**src/rtl/hack_mem_arbiter.sv**
```systemverilog
// -----------------------------------------------------------------------------
// hack_mem_arbiter
//   Three-port arbiter in front of a single-port synchronous RAM.
//   Ports: cpu (read/write, highest priority), scr (screen refresh, read-only,
//   starvation-protected), host (read/write). One access is issued per cycle.
//
//   Handshake: p_req is a level request held high until accepted. p_gnt is
//   combinational and marks the cycle in which the request is consumed; the
//   requester may change or drop p_req/p_addr/p_wdata from the next cycle.
//   A read returns one cycle after its grant as a single-cycle p_rvalid with
//   p_rdata valid in that same cycle.
//
//   Parameters:
//     WIDTH      data width
//     AW         word address width
//     STARVE_MAX cycles scr may wait before it overrides everyone (1..255)
//
//   Port summary:
//     clk, reset_n                   clock, synchronous active-low reset
//     cpu_req/we/addr/wdata          cpu request      -> cpu_gnt
//     scr_req/addr                   screen request   -> scr_gnt
//     host_req/we/addr/wdata         host request     -> host_gnt
//     p_rvalid, p_rdata              per-port read return
//     mem_en/we/addr/wdata           RAM command (outputs)
//     mem_rdata                      RAM read data, one cycle after read cmd
// -----------------------------------------------------------------------------
module hack_mem_arbiter #(
  parameter int WIDTH      = 16,
  parameter int AW         = 15,
  parameter int STARVE_MAX = 8
) (
  input  logic             clk,
  input  logic             reset_n,

  input  logic             cpu_req,
  input  logic             cpu_we,
  input  logic [AW-1:0]    cpu_addr,
  input  logic [WIDTH-1:0] cpu_wdata,
  output logic             cpu_gnt,
  output logic             cpu_rvalid,
  output logic [WIDTH-1:0] cpu_rdata,

  input  logic             scr_req,
  input  logic [AW-1:0]    scr_addr,
  output logic             scr_gnt,
  output logic             scr_rvalid,
  output logic [WIDTH-1:0] scr_rdata,

  input  logic             host_req,
  input  logic             host_we,
  input  logic [AW-1:0]    host_addr,
  input  logic [WIDTH-1:0] host_wdata,
  output logic             host_gnt,
  output logic             host_rvalid,
  output logic [WIDTH-1:0] host_rdata,

  output logic             mem_en,
  output logic             mem_we,
  output logic [AW-1:0]    mem_addr,
  output logic [WIDTH-1:0] mem_wdata,
  input  logic [WIDTH-1:0] mem_rdata
);

  localparam logic [7:0] STARVE_LIM = 8'(STARVE_MAX);

  // Which port the read data arriving this cycle belongs to.
  typedef enum logic [1:0] {
    TAG_NONE = 2'd0,
    TAG_CPU  = 2'd1,
    TAG_SCR  = 2'd2,
    TAG_HOST = 2'd3
  } tag_t;

  logic             rr_host;     // 0: scr wins a scr/host tie, 1: host wins
  logic [7:0]       starve_cnt;  // consecutive cycles scr has waited
  tag_t             tag_q;
  tag_t             tag_d;
  logic             starve_hit;
  logic [WIDTH-1:0] cpu_hold;
  logic [WIDTH-1:0] scr_hold;
  logic [WIDTH-1:0] host_hold;

  assign starve_hit = scr_req && (starve_cnt >= STARVE_LIM);

  // Grant selection. Reset forces every grant low so no RAM access escapes.
  always_comb begin
    cpu_gnt  = 1'b0;
    scr_gnt  = 1'b0;
    host_gnt = 1'b0;
    if (reset_n) begin
      if (starve_hit) begin
        scr_gnt = 1'b1;
      end else if (cpu_req) begin
        cpu_gnt = 1'b1;
      end else if (scr_req && host_req) begin
        if (rr_host) host_gnt = 1'b1;
        else         scr_gnt  = 1'b1;
      end else if (scr_req) begin
        scr_gnt = 1'b1;
      end else if (host_req) begin
        host_gnt = 1'b1;
      end
    end
  end

  // RAM command mux and the tag for the read issued this cycle.
  always_comb begin
    mem_en    = cpu_gnt | scr_gnt | host_gnt;
    mem_we    = 1'b0;
    mem_addr  = '0;
    mem_wdata = '0;
    tag_d     = TAG_NONE;
    if (cpu_gnt) begin
      mem_we    = cpu_we;
      mem_addr  = cpu_addr;
      mem_wdata = cpu_wdata;
      tag_d     = cpu_we ? TAG_NONE : TAG_CPU;
    end else if (scr_gnt) begin
      mem_addr  = scr_addr;
      tag_d     = TAG_SCR;
    end else if (host_gnt) begin
      mem_we    = host_we;
      mem_addr  = host_addr;
      mem_wdata = host_wdata;
      tag_d     = host_we ? TAG_NONE : TAG_HOST;
    end
  end

  // Arbiter state. Clearing the tag on reset discards any read that was
  // granted just before reset, so it never shows up as rvalid afterwards.
  always_ff @(posedge clk) begin
    if (!reset_n) begin
      rr_host    <= 1'b0;
      starve_cnt <= 8'd0;
      tag_q      <= TAG_NONE;
      cpu_hold   <= '0;
      scr_hold   <= '0;
      host_hold  <= '0;
    end else begin
      if (scr_gnt)       rr_host <= 1'b1;
      else if (host_gnt) rr_host <= 1'b0;

      if (scr_gnt || !scr_req)    starve_cnt <= 8'd0;
      else if (starve_cnt != 8'hFF) starve_cnt <= starve_cnt + 8'd1;

      tag_q <= tag_d;

      // Capture returning data so each port keeps its last read value.
      if (tag_q == TAG_CPU)  cpu_hold  <= mem_rdata;
      if (tag_q == TAG_SCR)  scr_hold  <= mem_rdata;
      if (tag_q == TAG_HOST) host_hold <= mem_rdata;
    end
  end

  // Returning data is passed straight through in its arrival cycle.
  assign cpu_rvalid  = (tag_q == TAG_CPU);
  assign scr_rvalid  = (tag_q == TAG_SCR);
  assign host_rvalid = (tag_q == TAG_HOST);
  assign cpu_rdata   = cpu_rvalid  ? mem_rdata : cpu_hold;
  assign scr_rdata   = scr_rvalid  ? mem_rdata : scr_hold;
  assign host_rdata  = host_rvalid ? mem_rdata : host_hold;

endmodule
```
**config.mk**
```make
export PLATFORM = sky130hd
export DESIGN_NAME = hack_mem_arbiter
export DESIGN_NICKNAME = d
export VERILOG_FILES = /design/src/rtl/hack_mem_arbiter.sv
export SDC_FILE = /design/constraint.sdc
export NUM_CORES = 1
export LEC_CHECK = 0
export ABC_AREA = 1
export CAP_MARGIN = 20
export CELL_PAD_IN_SITES_DETAIL_PLACEMENT = 1
export CELL_PAD_IN_SITES_GLOBAL_PLACEMENT = 1
export CORE_MARGIN = 10
export CORE_UTILIZATION = 26
export DETAILED_ROUTE_END_ITERATION = 10
export PLACE_DENSITY_LB_ADDON = 0.1
export SLEW_MARGIN = 20
export SYNTH_ARGS = -nofsm -noshare
export SYNTH_HDL_FRONTEND = slang
export SYNTH_SLANG_ARGS = --single-unit
```
**constraint.sdc**
```tcl
create_clock -name clk -period 3.12 [get_ports clk]
set_clock_uncertainty 0.1 [all_clocks]
set_input_delay 0.624 -clock clk [delete_from_list [all_inputs] [get_ports clk]]
set_output_delay 0.624 -clock clk [all_outputs]
set_load 0.005 [all_outputs]
```
==> run metrics <==
DR vias=3548; first-pass GRT wire length=21000 um; pwr dens=428 nW/um2; peak fanout along the critical path=7; Max Freq=0.331 GHz; placed cell area=5130 um2; Die Area=16500 um2; post-synthesis mux area share=0%; CP Capture Type=output port; final worst path period share=96.8%; total gr overflow=0; Bufs on Longest Clock Path=2; Design Area, Final=5450 um2; simple-gate area share of the yosys netlist=38.3%; Hold Crit Start=rr_host; fin nets=741; total CTS buffers=9; Yosys warnings=0; reg2reg path depth=5; die height=129 um; Worst Setup Path Type=in -> out; worst skew pair latency=0.32 ns; Synth area leaders=dfxtp_1 39%, or2_2 8.6%, nand3_1 8.5%; Critical Path AT=2.30 ns; Area growth syn-to-layout=77.8%; DRT Pass-1 Iters=4; total track usage=15.8%; antenna violation net count after detailed routing=0; top cells by count, synth=60 x nand2_1, 59 x dfxtp_1, 59 x inv_1, 54 x nor2_1, 52 x nand3_1; Synth Cell Area=3060 um2; Worst Hold Class=reg -> reg; routed len/inst=17.1 um; number of synthesized flops with an enable pin=0; reg-to-reg startpoint=tag_q[1]; Top Usage Layer GRT=met2; Detailed Place HPWL=10800 um; total core area=11500 um2; met3 Usage GRT=10.2%; DRC=0; I/O pins=187; RR Endpoint=host_hold[7]; hold path endpoint=rr_host; minimum hold slack=0.389 ns; asr flop ratio synth=0%; Required @ worst endpoint=2.40 ns; Rel. slew slack=61.8%; DRT Wirelength=13500 um; Worst R2R Setup Slack=1.56 ns; CP startpoint kind=primary input; Yosys top cell area share=38.5%; hold depth=2; Sink Count=59; Final Hold Fails=0; compound-gate portion of the synthesized area=9.02%; P_leak=0.00273 uW; Top FF cell, synth=dfxtp_1; Synth Instances=445; die width=129 um; Final Max Tran Viols=0; clock-pin slew on the worst setup and hold paths=0.05 ns; setup slack after layout=0.0987 ns; Slew @ Worst Pin=0.572 ns; CTS tree=yes; max-cap violations=0; number of global-route vias before repair=3898; Port Buffer Count=186; main combinational cell family by area after synthesis=simple AND/OR/NAND/NOR gates; DRT iter0 DRCs=203; Final Setup Violations=0; Synth Area in Adders=0.817%; Vias/cell=4.51; GR Layer Usage met2=25.7%; initial core utilization=26.7%; average cell area after synthesis=6.89 um2; # rows=39; Netlist cell types=29; Tmin final=3.02 ns; htree depth=3; most common cell in the netlist=nand2_1; status=finished, final reports clean; hold buffers post-CTS=0; sequential area share after synthesis=38.5%; post-synth top area cell=dfxtp_1; Seq cells post-synth=59; XOR/XNOR Fraction of Synth Area=0.286%; setup slack at placement=0.0238 ns; share of cells above drive strength 1=14.1%; Max IR drop VDD=0.342 mV; RSZ-0062 raised after global routing=true; setup TNS=0 ns; M1 GR Usage=17.0%; CTS root buffer=clkbuf_16; routability cong.=0.726; n_diodes=0; initial antenna violation count=0; largest net degree at the start of global routing=29; Fillers=1435
-- stage by stage --
step | util, % | power (uW) | std cells
floorplan | - | 1020 | 448
global placement | 44.7 | 1380 | 771
detailed placement | 44.7 | 1390 | 771
CTS | 47.3 | 2360 | 787
global route | 47.5 | 2460 | 787
finish | 47.5 | 2330 | 787
-- critical path, stage by stage --
cell and delay [ns]:
clkdlybuf4s50_1 0.50, nand3_2 0.10, a21oi_4 0.19, buf_4 0.19, nand3_1 0.08, nand3_1 0.08, clkdlybuf4s50_1 0.53
-- metal layers --
metal / vias to the layer above / wire length [um]
met5: - / 0
met1: 1608 / 5340
met4: 0 / 128
met3: 12 / 1850
met2: 145 / 6150
li1: 1783 / -
-- worst max path at each step --
stage	from	to	slack, ns
after floorplan	cpu_req	mem_wdata[10]	0.93
after global placement	scr_req	mem_en	0.04
after detailed placement	cpu_req	mem_addr[5]	0.02
after CTS	cpu_req	mem_addr[5]	0.01
after global routing	host_req	mem_addr[7]	-0.002
final	host_req	mem_addr[10]	0.1
-- cell usage in the layout (no fill, tap or decap), drive strengths merged --
| master | synthesis | layout |
|---|---|---|
| dfxtp | 59 | 59 |
| conb | 1 | 4 |
| xor2 | 1 | 1 |
| a21oi | 4 | 4 |
| clkinvlp | 0 | 1 |
| nand2 | 67 | 67 |
| nor2 | 55 | 55 |
| dlymetal6s2s | 0 | 5 |
| o21ai | 49 | 49 |
| inv | 63 | 62 |
| nand4 | 16 | 16 |
| or2 | 49 | 49 |
| ha | 2 | 2 |
| clkdlybuf4s50 | 0 | 181 |
| clkinv | 1 | 5 |
| bufinv | 0 | 1 |
| clkbuf | 8 | 11 |
| nand3 | 54 | 54 |
| buf | 16 | 18 |
-- registers in the layout, indices dropped and copies added (netlist names) --
name        flops
tag_q           2
rr_host         1
scr_hold       16
host_hold      16
cpu_hold       16
starve_cnt      8
-- layout make-up --
cell class | instances | area [um2] | share of cell area [%]
clock inverters | 5 | 52.6 | 0.964
multi-input cells | 301 | 1510 | 27.6
flip-flops and latches | 59 | 1180 | 21.7
clock buffers | 11 | 243 | 4.45
well taps | 143 | 179 | 3.28
repair buffers | 204 | 2040 | 37.4
inverters | 64 | 250 | 4.59
-- where the power goes --
group          total (uW)  internal (uW)  leakage (uW)  switching [uW]
Clock                 968            634      0.000145             333
Sequential            805            793      0.000483            11.9
Combinational         561            333       0.00211             228
-- logic make-up (layout without fill, tap and decap cells) --
logic type,count (synthesis),in the layout
compound gates,53,53
xor+xnor,1,1
fa+ha+maj,2,2
buf+inv,88,284
flops,59,59
other cells,1,4
simple gates,241,241
-- what timing repair did --
action / 4_1_cts / 5_1_grt
gates resized for setup: 0 / 9
setup endpoints to repair: 0 / 39
buffers inserted: 0 / 0
hold endpoints to repair: 0 / 0
Note: power is estimated with default switching activity, not from simulation.
